<file path="src/rtl/cond_eval_pipe.sv">
// Two-stage lt/eq/gt condition evaluator on x or x-y; result 2 cycles after accept.
// Backpressure: a stalled output holds both stages, and in_ready falls combinationally once the pipe is full.
module cond_eval_pipe #(
  parameter int WIDTH  = 16,
  parameter int SIGNED = 1,
  parameter int TAG_W  = 4,
  parameter int CNT_W  = 16
) (
  input  logic             clk,
  input  logic             rst_n,
  input  logic             in_valid,
  output logic             in_ready,
  input  logic             lt,
  input  logic             eq,
  input  logic             gt,
  input  logic             mode,
  input  logic [WIDTH-1:0] x,
  input  logic [WIDTH-1:0] y,
  input  logic [TAG_W-1:0] in_tag,
  output logic             out_valid,
  input  logic             out_ready,
  output logic             taken,
  output logic [TAG_W-1:0] out_tag,
  input  logic             cnt_clr,
  output logic [CNT_W-1:0] taken_cnt
);

  logic             s1_valid_q, s1_valid_d;
  logic             s1_neg_q, s1_neg_d;
  logic             s1_zero_q, s1_zero_d;
  logic [2:0]       s1_mask_q, s1_mask_d;
  logic [TAG_W-1:0] s1_tag_q, s1_tag_d;
  logic             s2_valid_q, s2_valid_d;
  logic             taken_q, taken_d;
  logic [TAG_W-1:0] out_tag_q, out_tag_d;
  logic [CNT_W-1:0] cnt_q, cnt_d;

  logic             s1_en, s2_en, accept;
  logic [WIDTH:0]   ext_x, ext_y, diff;

  assign s2_en    = ~s2_valid_q | out_ready;
  assign s1_en    = ~s1_valid_q | s2_en;
  assign in_ready = rst_n & s1_en;
  assign accept   = in_valid & in_ready;

  // One extra bit of headroom makes x-y exact for both signednesses.
  always_comb begin
    ext_x = (SIGNED != 0) ? {x[WIDTH-1], x} : {1'b0, x};
    ext_y = (SIGNED != 0) ? {y[WIDTH-1], y} : {1'b0, y};
    diff  = ext_x - (mode ? ext_y : '0);
  end

  always_comb begin
    s1_valid_d = s1_valid_q;
    s1_neg_d   = s1_neg_q;
    s1_zero_d  = s1_zero_q;
    s1_mask_d  = s1_mask_q;
    s1_tag_d   = s1_tag_q;
    if (s1_en) begin
      s1_valid_d = accept;
    end
    if (accept) begin
      s1_neg_d  = diff[WIDTH];
      s1_zero_d = (diff == '0);
      s1_mask_d = {lt, eq, gt};
      s1_tag_d  = in_tag;
    end
  end

  always_comb begin
    s2_valid_d = s2_valid_q;
    taken_d    = taken_q;
    out_tag_d  = out_tag_q;
    if (s2_en) begin
      s2_valid_d = s1_valid_q;
      taken_d    = (s1_mask_q[2] & s1_neg_q) |
                   (s1_mask_q[1] & s1_zero_q) |
                   (s1_mask_q[0] & ~s1_neg_q & ~s1_zero_q);
      out_tag_d  = s1_tag_q;
    end
  end

  // Clear wins over a same-cycle increment.
  always_comb begin
    cnt_d = cnt_q;
    if (cnt_clr) begin
      cnt_d = '0;
    end else if (s2_valid_q && out_ready && taken_q && (cnt_q != {CNT_W{1'b1}})) begin
      cnt_d = cnt_q + CNT_W'(1);
    end
  end

  always_ff @(posedge clk or negedge rst_n) begin
    if (!rst_n) begin
      s1_valid_q <= 1'b0;
      s1_neg_q   <= 1'b0;
      s1_zero_q  <= 1'b0;
      s1_mask_q  <= '0;
      s1_tag_q   <= '0;
      s2_valid_q <= 1'b0;
      taken_q    <= 1'b0;
      out_tag_q  <= '0;
      cnt_q      <= '0;
    end else begin
      s1_valid_q <= s1_valid_d;
      s1_neg_q   <= s1_neg_d;
      s1_zero_q  <= s1_zero_d;
      s1_mask_q  <= s1_mask_d;
      s1_tag_q   <= s1_tag_d;
      s2_valid_q <= s2_valid_d;
      taken_q    <= taken_d;
      out_tag_q  <= out_tag_d;
      cnt_q      <= cnt_d;
    end
  end

  assign out_valid = s2_valid_q;
  assign taken     = taken_q;
  assign out_tag   = out_tag_q;
  assign taken_cnt = cnt_q;

endmodule

</file>
<file path="config.mk">
export PLATFORM = sky130hd
export DESIGN_NAME = cond_eval_pipe
export DESIGN_NICKNAME = d
export VERILOG_FILES = /design/src/rtl/cond_eval_pipe.sv
export SDC_FILE = /design/constraint.sdc
export NUM_CORES = 1
export LEC_CHECK = 0
export ABC_AREA = 1
export BUFFER_PORTS_ARGS = -buffer_cell sky130_fd_sc_hd__buf_2
export CAP_MARGIN = 30
export CORE_MARGIN = 3
export CORE_UTILIZATION = 58
export DETAILED_ROUTE_END_ITERATION = 10
export PLACE_DENSITY = 0.94
export SYNTH_ARGS = -nofsm -noshare
export SYNTH_HDL_FRONTEND = slang
export SYNTH_SLANG_ARGS = --single-unit
</file>
<file path="constraint.sdc">
create_clock -name clk -period 2.2 [get_ports clk]
set_input_delay 0.11 -clock clk [delete_from_list [all_inputs] [get_ports clk]]
set_output_delay 0.11 -clock clk [all_outputs]
set_load 0.01 [all_outputs]
</file>
# ---- Word-level counts from Yosys, hierarchy flattened
# Cells that the tools add are included.
dict set report word_totals {
  reg_bits 32
  in_bits 45
  output_inout_bits 23
  wordCells 34
}
dict set report classes {
  add_sub_neg 2
  eq_ne 1
  muxes 3
  bitwise_logic 14
  n_reduce_logical 5
}
# op n
set op_table {}
lappend op_table {{$mux 16} 2}
lappend op_table {{$logic_not 17->1} 1}
lappend op_table {{$mux 17} 1}
lappend op_table {{$sub 17x17->17} 1}
lappend op_table {{$add 16x1->16 const B} 1}
lappend op_table {{$ne 16x16->1 const B} 1}
lappend op_table {{$and 1x1->1} 6}
lappend op_table {{$not 1->1} 4}
lappend op_table {{$or 1x1->1} 4}
lappend op_table {{$logic_and 1x1->1} 3}
lappend op_table {{$reduce_bool 2->1} 1}

# ---- Longest topological paths before layout
# Gate-level depths: netlist of the first run.
dict set report depth {
  depth_word 5
  ltp_mapped 18
  depth_no_buf 17
}

# ---- Worst setup path before layout of the first run
# No wires, ideal clock.
dict set report synth_path {
  path_kind {input to register}
  start {input port mode}
  end {register s1_zero_q}
  setup_ps 65
  arrival_ps 1963
  required_time_ps 2135
  slack_ps 172
  cell_stages 14
  path_buffers 2
  cell_sequence {clkbuf_1 -> clkbuf_1 -> nand2_1 -> fa_1 -> nand3_1 -> nand3_1 -> nand2_1 -> nand2_1 -> xor2_1 -> nor2_1 -> nand3_1 -> nor2_1 -> nand2_1 -> nand2_1}
}
dict set report synth_between {
  elab_chain_cells 3
}
# item line_no
set synth_rtl {}
lappend synth_rtl {{start, declared} 16} ;# input logic mode,
lappend synth_rtl {{$mux 17} 50} ;# diff = ext_x - (mode ? ext_y : '0);
lappend synth_rtl {{$sub 17x17->17} 50}
lappend synth_rtl {{$logic_not 17->1} 64} ;# s1_zero_d = (diff == '0);
lappend synth_rtl {{end signal, assigned} 107} ;# s1_zero_q <= s1_zero_d;
lappend synth_rtl {{end, declared} 30} ;# logic s1_zero_q, s1_zero_d;
# Every way passes these cells.
# A chain may end at the register's enable or synchronous reset.

# ---- Worst setup path in the final report of the first run
dict set report layout_path {
  start {register cnt_q[1], in the netlist taken_cnt[1]}
  end {register cnt_q[7], in the netlist taken_cnt[7]}
}
dict set report layout_between {
  elab_chain_cells 3
  elab_cells_between_ends 6
  classes_between {add/sub (1); eq/ne (1); mux (2); reduce/logical (2)}
}
# item line_no
set layout_rtl {}
lappend layout_rtl {{start, declared} 36} ;# logic [CNT_W-1:0] cnt_q, cnt_d;
lappend layout_rtl {{start signal, assigned} 113} ;# cnt_q <= cnt_d;
lappend layout_rtl {{$add 16x1->16 or $ne 16x16->1 (tied branches)} {89, 88}}
lappend layout_rtl {{$mux 16 or $logic_and 1x1->1 (tied branches)} 88} ;# end else if (s2_valid_q && out_ready && taken_q && (cnt_q != {CNT_W{1'b1}})) begin
lappend layout_rtl {{$mux 16 or $reduce_bool 2->1 (tied branches)} --}
# Several ways; a longest one is shown, not always the timed one. The select of a mux whose other input is x is not followed.

==> summary.txt, run 1 <==
Run status
  • Status: finished clean

Timing
  • Final setup TNS: 0 ps
  • Final Max Slew Viols: 0
  • Tmin final: 2010 ps
  • Final setup vio count: 0
  • Clock skew: 7.69 ps
  • Final Hold Viols: 0
  • Worst Tran Pin Value: between 500 and 600 ps
  • Relative slew slack: 63.6%
  • Final Cycle Share: around 92%
  • RSZ-0062 raised after global routing: false
  • Fmax achieved: 497 MHz

Clocking
  • H-Tree Depth: 2
  • Worst-path clk slew: 70 ps
  • Worst-Skew Late Latency: 290 ps
  • Root Buffer: clkbuf_8
  • Num Clock Sinks: 32
  • CTS Buffer Depth: 2
  • Num CTS Buffers: 5
  • CTS tree: built
  • Post-CTS resize count: 0

Critical path
  • Worst Reg-to-Reg Cells: 11
  • R2r endpoint: taken_cnt[7]
  • R2R setup slack: 190 ps
  • Worst-path maximum fanout: 10
  • R2r startpoint: taken_cnt[1]
  • Critical Path Sink Type: flop
  • Arrival time at the worst endpoint: 2210 ps
  • Crit Path Category: reg2reg
  • CP required: ~2400 ps
  • Worst setup SP type: flop

Routing
  • Routed wire length: 6.51 mm
  • WL/cell: 12.0 µm
  • Number of DRC violations after detailed routing: 0
  • Via count: about 2,900
  • Post-DRT Antenna Nets: 0
  • Via density per instance: 5.30
  • First-pass DRT Iterations: 4
  • Starting DRT DRC Count: 201

Die
  • Core area: roughly 4400 µm²
  • I/O pins: between 60 and 70
  • Die extent in y: 74.7 µm
  • Area of the die: 5580 µm²
  • Std cell rows: 24
  • Starting density of the core: approximately three fifths
  • Die Wd: about 75 µm

Global route
  • Largest net degree at the start of global routing: 34
  • GRT Residual Overflow: 0
  • Global-route wire length before repair: 10.7 mm
  • Vias in the first global route: 2,572
  • Tot GR Track Use: between 20 and 25%
  • Antenna violations before repair: 0

Pwr
  • Leak: 1.92 nW
  • Total power: 1.79 mW
  • Psw: 0.545 mW
  • Worst IR Drop VDD: 305 µV
  • Sw Ratio: between 30% and 40%
  • Power share of the combinational group: 28.4%
  • Internal Power: 1.24 mW
  • Reg power frac: 37.3%
  • Clock power frac: between 30% and 40%
  • Power Dens Cells: 545 nW/µm²

Yosys
  • Flops & latches, synth: 32
  • Post-synthesis sequential area ratio: 29.3%
  • Most frequent cell after synthesis: nand2_1
  • Post-Syn Area per Cell: 6.59 µm²
  • Synth top cells by count: nand2_1 (148), inv_1 (70), dfrtp_1 (32)
  • Synth Flop Type: dfrtp_1
  • Post-synth cell types: 36
  • Synthesized Nets: 479
  • Post-synth EDFFs: 0
  • Fraction of registers with async set or reset after synthesis: 100%
  • Leading area contributor after synthesis: dfrtp_1
  • Post-synth top area share: 29.3%
  • Mapped cell area: 2740 µm²
  • Yosys Warn Count: 0
  • Dominant cells by area after synthesis: dfrtp_1 (29%), nand2_1 (20%), inv_1 (9.6%), ha_1 (8.2%), nand3_1 (5.7%)
  • Cell count after synthesis: 415

Cells and area
  • # fillers: approximately 350
  • Layout cell share with drive strength beyond 1: a little over a fifth
  • Net count reported at finish: roughly 550
  • Fin util: 73.7%
  • Layout overhead on the synthesized area: 19.7%
  • Diode count: 0

Min path
  • WHS Path Cells: 2
  • Hold_sp: cnt_clr
  • Hold endpoint: taken_cnt[4]
  • Type of the worst min-delay path: in2reg

Placement
  • I/O Buffers: 67
  • Gpl congestion: between 0.9 and 1
  • DP HPWL: 5.19 mm

Flow run
  • Max-capacitance violation count: 0
-- critical path, stage by stage (launching register included) --
cell	delay [ps]
dfrtp_1	400
ha_1	190
nand2_1	90
inv_2	70
nand2_4	70
nor2_4	140
nand3_2	100
o21ai_2	300
inv_2	180
nand3_1	130
o21ai_0	90
a21oi_1	170
-- cell usage in the layout, fill, tap and decap left out, drive strengths merged, types with 4 or more instances in the layout --
master,count
nand2,152
inv,73
buf,71
dfrtp,32
nand3,32
nor2,26
ha,18
o21ai,15
a21oi,14
nand4,11
nor3,10
mux2,7
clkbuf,7
xor2,4
-- state kept, by name, summed over array words and instances, names as in the netlist --
signal      cells
out_tag         4
s1_zero_q       1
s1_mask_q       3
s1_tag_q        4
s1_neg_q        1
out_valid       1
taken           1
taken_cnt      16
s1_valid_q      1
-- power groups by stage --
stage	clock [mW]	sequential [mW]	combinational, mW
3_5_place_dp	0	0.677	0.501
3_3_place_gp	0	0.674	0.485
6_report	0.613	0.666	0.507
5_1_grt	0.648	0.671	0.580
4_1_cts	0.620	0.666	0.505
2_1_floorplan	0	0.686	0.334
-- through the flow --
step / hold WS [ps] / cells / cell area [µm²] / worst slack, ps
2_1_floorplan: -186 / 415 / 2740 / 172
3_3_place_gp: 173 / 533 / 3140 / 267
3_5_place_dp: 184 / 533 / 3140 / 185
4_1_cts: 38.7 / 542 / 3280 / 230
5_1_grt: 42.1 / 542 / 3280 / 36.5
6_report: 43.5 / 542 / 3280 / 186
-- how the worst max path moves through the flow --
stage	startpoint	endpoint	slack (ps)	cells after the start
after floorplan	mode	s1_zero_q	170	14
after detailed placement	mode	s1_zero_q	180	18
after global routing	taken_cnt[1]	taken_cnt[9]	40	11
final	taken_cnt[1]	taken_cnt[7]	190	11
after CTS	taken_cnt[1]	taken_cnt[7]	230	11
after global placement	mode	s1_zero_q	270	16
-- what timing repair did --
item | 4_1_cts | 5_1_grt
endpoints found under the hold margin | 32 | 0
hold buffers | 1 | 0
setup buffers | 0 | 0
-- per-layer routing --
| metal | wire length, µm | vias to the layer above | track usage, % | share of wire, % |
|---|---|---|---|---|
| li1 | - | 1463 | - | - |
| met3 | 372 | 10 | 3.47 | 5.7 |
| met1 | 2730 | 1304 | 28.9 | 42 |
| met4 | 83 | 0 | 5.93 | 1.3 |
| met5 | 0 | - | 0 | 0 |
| met2 | 3320 | 95 | 45.2 | 51 |
-- kinds of logic (layout without fill, tap and decap cells) --
family / after synthesis / count (layout) / share of synthesized area (%)
adders and majority gates: 19 / 19 / 8.96
DFF: 32 / 32 / 29.3
muxes: 7 / 7 / 2.88
and+or+nand+nor: 241 / 241 / 39.7
buffers and inverters: 78 / 153 / 11.0
xor gates and xnor gates: 4 / 4 / 1.28
AOI/OAI and AO/OA: 34 / 34 / 6.90
-- area by class of cell --
type / count / area (µm²) / share of cell area [%]
multi-input combinational: 305 / 1630 / 49.9
sequential: 32 / 801 / 24.4
timing repair buffer: 72 / 375 / 11.5
inverter: 73 / 274 / 8.37
clock buffer: 7 / 96.3 / 2.94
tap: 52 / 65.1 / 1.99
clock inverter: 1 / 30.0 / 0.917
(Power assumes the default switching activity.)
==> inputs of run 2 (changes only) <==
--- a/config.mk
+++ b/config.mk
@@ -5,11 +5,10 @@
 export SDC_FILE = /design/constraint.sdc
 export NUM_CORES = 1
 export LEC_CHECK = 0
-export ABC_AREA = 1
 export BUFFER_PORTS_ARGS = -buffer_cell sky130_fd_sc_hd__buf_2
 export CAP_MARGIN = 30
 export CORE_MARGIN = 3
-export CORE_UTILIZATION = 58
+export CORE_UTILIZATION = 57
 export DETAILED_ROUTE_END_ITERATION = 10
 export PLACE_DENSITY = 0.94
 export SYNTH_ARGS = -nofsm -noshare
==> summary.txt, run 2 <==
Run status
  • Status: finished with violations
  • Failing checks: negative setup slack

Clocking
  • Root Buffer: clkbuf_8
  • H-Tree Depth: 2
  • Num CTS Buffers: 5
  • CTS Buffer Depth: 2
  • Worst-Skew Late Latency: 290 ps
  • Worst-path clk slew: 80 ps
  • CTS tree: built
  • Num Clock Sinks: 32

Critical path
  • Worst setup SP type: primary input
  • Worst-path maximum fanout: 3
  • Crit Path Category: in2reg
  • CP required: about 2400 ps
  • Arrival time at the worst endpoint: ~2700 ps
  • Slowest cell on the critical path: or4b_4
  • CP max stage delay: around 530 ps
  • Most used cell, CP: o2111ai_1
  • Critical Path Sink Type: flop
  • Critical-path cell list: buf_2 > and2_4 > ha_2 > inv_1 > fa_2 > xor2_1 > nor4_2 > o2111ai_1 > or4b_4 > nor4b_4 > o2111a_1 > o2111ai_1 > o31ai_2

Yosys
  • Post-Synth Simple-Gate Area: between 20% and 30%
  • Dominant cells by area after synthesis: dfrtp_1 (33%), ha_1 (9.4%), nand2_1 (5.9%), nor2_1 (4.1%), xor2_1 (4.0%)
  • Post-synth EDFFs: 0
  • Post-synthesis adder-cell area fraction: between 10% and 20%
  • Most frequent cell after synthesis: nand2_1
  • Post-synth cell types: 56
  • Largest family of logic cells by synthesized area: simple AND/OR/NAND/NOR gates
  • Complex-gate fraction of the synthesized area: 15.2%
  • Cell count after synthesis: 271
  • Mapped cell area: 2410 µm²
  • Yosys Warn Count: 0
  • Flops & latches, synth: 32
  • Synthesized Nets: 335
  • Synth Flop Type: dfrtp_1
  • Synth Area in XOR/XNOR: 5.82%
  • Synth top cells by count: nand2_1 (38), dfrtp_1 (32), nor2_1 (26)
  • Fraction of registers with async set or reset after synthesis: 100%
  • Leading area contributor after synthesis: dfrtp_1
  • Post-synthesis sequential area ratio: 33.3%
  • Post-Syn Area per Cell: 8.88 µm²
  • Post-synth top area share: around a third
  • Mux share of post-synthesis cell area: 6.86%

Timing
  • Final Max Slew Viols: 0
  • Relative slew slack: 68.9%
  • Final Hold Viols: 0
  • Tmin final: 2540 ps
  • Clock skew: 10.3 ps
  • Final setup vio count: 1
  • Final Cycle Share: 115%
  • RSZ-0062 raised after global routing: true
  • Worst Tran Pin Value: 455 ps
  • Setup ws final: -335 ps
  • Fmax achieved: 394 MHz

Placement
  • Pre-CTS setup slack: -653 ps
  • Gpl congestion: 0.930
  • DP Area: roughly 3000 µm²
  • I/O Buffers: 67
  • Cell total after placement: slightly above 400
  • DP HPWL: approximately 5.0 mm

Die
  • Die Wd: between 70 and 80 µm
  • I/O pins: 68
  • Std cell rows: 22
  • Die extent in y: 71.0 µm
  • Area of the die: slightly above 5000 µm²
  • Core area: 3850 µm²
  • Starting density of the core: 62.4%

Cells and area
  • Diode count: 0
  • Fin cells: 422
  • FF+latch area: approximately 800 µm²
  • Most frequent cells in the layout: buf_2 (67), nand2_1 (38), buf_4 (35), dfrtp_1 (32), nor2_1 (26)
  • Fin util: between 80% and 90%
  • Layout overhead on the synthesized area: 32.3%
  • Commonest non-fill, non-tap cell in the layout: buf_2
  • Net count reported at finish: 437
  • Multi-input logic area: 1560 µm²
  • Max reg flops: 16
  • # fillers: approximately 230
  • Layout cell share with drive strength beyond 1: 35.0%
  • Final instance area: approximately 3200 µm²

Global route
  • Largest net degree at the start of global routing: 34
  • Global-route wire length before repair: 11.6 mm
  • Layer with the highest usage: met2
  • Antenna violations before repair: 0
  • GRT Residual Overflow: 0
  • Tot GR Track Use: around 29%
  • Grt met1 use: between 30% and 40%
  • Met3 GRT Util: 5.82%
  • Met2 usage: between 50% and 60%
  • Vias in the first global route: about 2,500

Routing
  • WL/cell: around 17 µm
  • First-pass DRT Iterations: 4
  • Routed wire length: 7.24 mm
  • Via count: 2,544
  • Starting DRT DRC Count: a little under 300
  • Number of DRC violations after detailed routing: 0
  • Post-DRT Antenna Nets: 0
  • Via density per instance: approximately 6

Flow run
  • Max-capacitance violation count: 0

Min path
  • Type of the worst min-delay path: in2reg

Pwr
  • Leak: around 1.6 nW
  • Power Dens Cells: roughly 570 nW/µm²
  • Total power: 1.82 mW
  • Worst IR Drop VDD: 323 µV
==> run 2: final cells by class <==
cell class / count / area share, %
multi-input cells: 220 / 49.1
clock inverters: 3 / 1.34
well taps: 48 / 1.89
inverters: 11 / 1.30
flip-flops and latches: 32 / 25.1
repair buffers: 103 / 19.1
clock buffers: 5 / 2.16
==> run 2: power breakdown <==
group / total (mW) / internal (mW) / switching [mW]
sequential: 0.680 / 0.643 / 0.0375
clock: 0.569 / 0.335 / 0.234
combinational: 0.571 / 0.277 / 0.294
==> run 2: critical path: cells and delay by family <==
family | cells | cell delay, ps
buf+inv | 2 | 160
fa+ha+maj | 2 | 510
simple gates | 4 | 1100
compound gates | 4 | 700
xor+xnor | 1 | 160
==> run 2: layer usage <==
metal / vias to the layer above / wire length, µm / share of wire (%)
met5: - / 0 / 0
met4: 0 / 129 / 1.8
met3: 20 / 486 / 6.7
met2: 129 / 3790 / 52
met1: 1219 / 2830 / 39
li1: 1176 / - / -
==> run 2: repair_timing <==
| action | 4_1_cts | 5_1_grt |
|---|---|---|
| pin swaps | 2 | 3 |
| hold buffers | 1 | 0 |
| setup buffers | 0 | 2 |
| hold endpoints to repair | 32 | 0 |
| gates cloned | 0 | 0 |
| setup endpoints to repair | 3 | 6 |
| gates resized for setup | 2 | 7 |
==> run 2: final timing paths <==
kind	startpoint	end	slack, ps	depth (start not counted)
setup reg to reg	out_valid	s1_zero_q	-70	8
hold reg to reg	s1_tag_q[3]	s1_tag_q[3]	490	1
min in group asynchronous	rst_n	s1_valid_q	410	3
max in group asynchronous	rst_n	taken_cnt[0]	1490	3
hold / removal	lt	s1_mask_q[2]	40	2
setup / recovery	mode	s1_zero_q	-340	13
==> run 2: cell families (layout without fill, tap and decap cells) <==
logic type | after synthesis | count (layout)
AND/OR/NAND/NOR | 115 | 115
AO/OA/AOI/OAI | 55 | 55
flip-flops | 32 | 32
adder cells (fa/ha/maj) | 19 | 19
buffers and inverters | 19 | 122
XOR/XNOR | 16 | 16
multiplexers | 15 | 15
==> run 2: stage by stage <==
stage / TNS [ps] / hold WS [ps]
CTS: -305 / 37.7
detailed placement: -891 / 164
floorplan: -312 / -186
global placement: -672 / 161
finish: -335 / 38.9
global route: -537 / 33.2
==> inputs of run 3 (changes only) <==
--- a/config.mk
+++ b/config.mk
@@ -8,9 +8,10 @@
 export BUFFER_PORTS_ARGS = -buffer_cell sky130_fd_sc_hd__buf_2
 export CAP_MARGIN = 30
 export CORE_MARGIN = 3
-export CORE_UTILIZATION = 57
+export CORE_UTILIZATION = 58
+export CTS_BUF_LIST = sky130_fd_sc_hd__clkbuf_8
 export DETAILED_ROUTE_END_ITERATION = 10
-export PLACE_DENSITY = 0.94
+export PLACE_DENSITY = 0.88
 export SYNTH_ARGS = -nofsm -noshare
 export SYNTH_HDL_FRONTEND = slang
 export SYNTH_SLANG_ARGS = --single-unit
==> summary.txt, run 3 (synthesis gave the netlist of run 2 again) <==
Cells and area
  • FF+latch area: between 800 and 900 µm²
  • Max reg flops: 16
  • Final instance area: 3150 µm²
  • Layout cell share with drive strength beyond 1: 33.7%
  • Layout overhead on the synthesized area: 30.8%
  • Fin cells: 422
  • Diode count: 0
  • # fillers: 242
  • Net count reported at finish: 438
  • Multi-input logic area: ~1500 µm²
  • Most frequent cells in the layout: buf_2 (67), nand2_1 (38), buf_4 (36), dfrtp_1 (32), nor2_1 (26)
  • Fin util: 82.3%
  • Commonest non-fill, non-tap cell in the layout: buf_2

Routing
  • First-pass DRT Iterations: 4
  • Via count: ~2,400
  • WL/cell: approximately 15 µm
  • Starting DRT DRC Count: 139
  • Met3 WL: 361 µm
  • WL met1: 2.55 mm
  • Post-DRT Antenna Nets: 0
  • Routed wire length: 6.33 mm
  • Number of DRC violations after detailed routing: 0
  • Max Used Layer: met4
  • Met2 routed WL: 3.20 mm
  • Via density per instance: 5.80

Global route
  • Vias in the first global route: 2,394
  • Tot GR Track Use: 26.1%
  • Global-route wire length before repair: 10.5 mm
  • GRT Residual Overflow: 0
  • Antenna violations before repair: 0
  • Largest net degree at the start of global routing: 34

Die
  • Core area: 3830 µm²
  • Std cell rows: 22
  • Die extent in y: 70.4 µm
  • I/O pins: 68
  • Area of the die: about 5000 µm²
  • Starting density of the core: between 60% and 70%
  • Die Wd: 70.4 µm

Placement
  • DP HPWL: about 5.0 mm
  • Gpl congestion: 0.880
  • DP Area: 3030 µm²
  • Cell total after placement: 414
  • I/O Buffers: 67

Clocking
  • CTS tree: built
  • CTS Buffer Depth: 2
  • Root Buffer: clkbuf_8
  • Worst-Skew Late Latency: 280 ps
  • Num Clock Sinks: 32
  • Num CTS Buffers: 5
  • Post-CTS Repair Setup Buffers: 0
  • Worst-path clk slew: approximately 60 ps
  • H-Tree Depth: 2

Critical path
  • Worst-path maximum fanout: 3
  • Arrival time at the worst endpoint: roughly 2700 ps
  • Most used cell, CP: o2111ai_1
  • Critical Path Sink Type: flop
  • Crit Path Category: in2reg
  • Critical-path cell list: buf_2 > and2_1 > ha_2 > inv_1 > fa_2 > xor2_1 > nor4_2 > o2111ai_1 > or4b_1 > nor4b_2 > o2111a_1 > o2111ai_1 > o31ai_2
  • Top Family by Delay on Critical Path: simple AND/OR/NAND/NOR gates
  • Worst setup SP type: primary input
  • Slowest cell on the critical path: or4b_1
  • CP required: 2390 ps
  • CP max stage delay: around 500 ps
  • Worst path bufs/invs: 2

Min path
  • Type of the worst min-delay path: in2reg

Timing
  • Clock skew: 6.64 ps
  • Final Cycle Share: 114%
  • Setup ws final: -311 ps
  • Fmax achieved: 398 MHz
  • RSZ-0062 raised after global routing: true
  • Tmin final: 2510 ps
  • Final Max Slew Viols: 0
  • Final setup vio count: 1
  • Final Hold Viols: 0
  • Relative slew slack: 74.4%
  • Final setup TNS: -311 ps
  • Worst Tran Pin Value: approximately 370 ps

Pwr
  • Power Dens Cells: around 550 nW/µm²
  • Total power: around 1.7 mW
  • Worst IR Drop VDD: 276 µV
  • Leak: 1.54 nW

Flow run
  • Max-capacitance violation count: 0

Run status
  • Failing checks: negative setup slack
  • Status: finished with violations
## run 3: report_power, final
group / leakage [nW] / switching, mW / internal (mW)
registers: 0.415 / 0.0349 / 0.643
clock network: 0.0503 / 0.209 / 0.278
logic: 1.08 / 0.276 / 0.276
## run 3: layout make-up
type / count / area share (%)
timing repair buffer: 104 / 19.6
multi-input combinational: 220 / 48.7
sequential: 32 / 25.4
clock buffer: 7 / 3.06
inverter: 11 / 1.31
tap: 48 / 1.91
## run 3: through the flow
stage / setup slack, ps / hold WS, ps
2_1_floorplan: -312 / -186
3_3_place_gp: -535 / 194
3_5_place_dp: -666 / 204
4_1_cts: -321 / 44.5
5_1_grt: -528 / 46.7
6_report: -311 / 44.7
## run 3: worst paths after layout
check,cells after the start,slack (ps),startpoint,endpoint
max,13,-310,mode,s1_zero_q
min,2,40,eq,s1_mask_q[1]
max reg2reg,8,-40,out_valid,s1_zero_q
min reg2reg,1,500,s1_tag_q[0],s1_tag_q[0]
max in group asynchronous,3,1480,rst_n,s1_mask_q[2]
min in group asynchronous,3,430,rst_n,taken_cnt[10]
## run 3: timing repair
action | 4_1_cts | 5_1_grt
hold endpoints to repair | 32 | 0
resized for setup | 0 | 2
pin swaps | 3 | 1
setup endpoints to repair | 1 | 9
hold buffers | 1 | 0
## run 3: per-layer routing
metal / GRT usage [%] / up-vias
li1: - / 1176
met5: 0 / -
met3: 3.45 / 22
met2: 46.8 / 106
met1: 30.5 / 1145
met4: 11.7 / 0
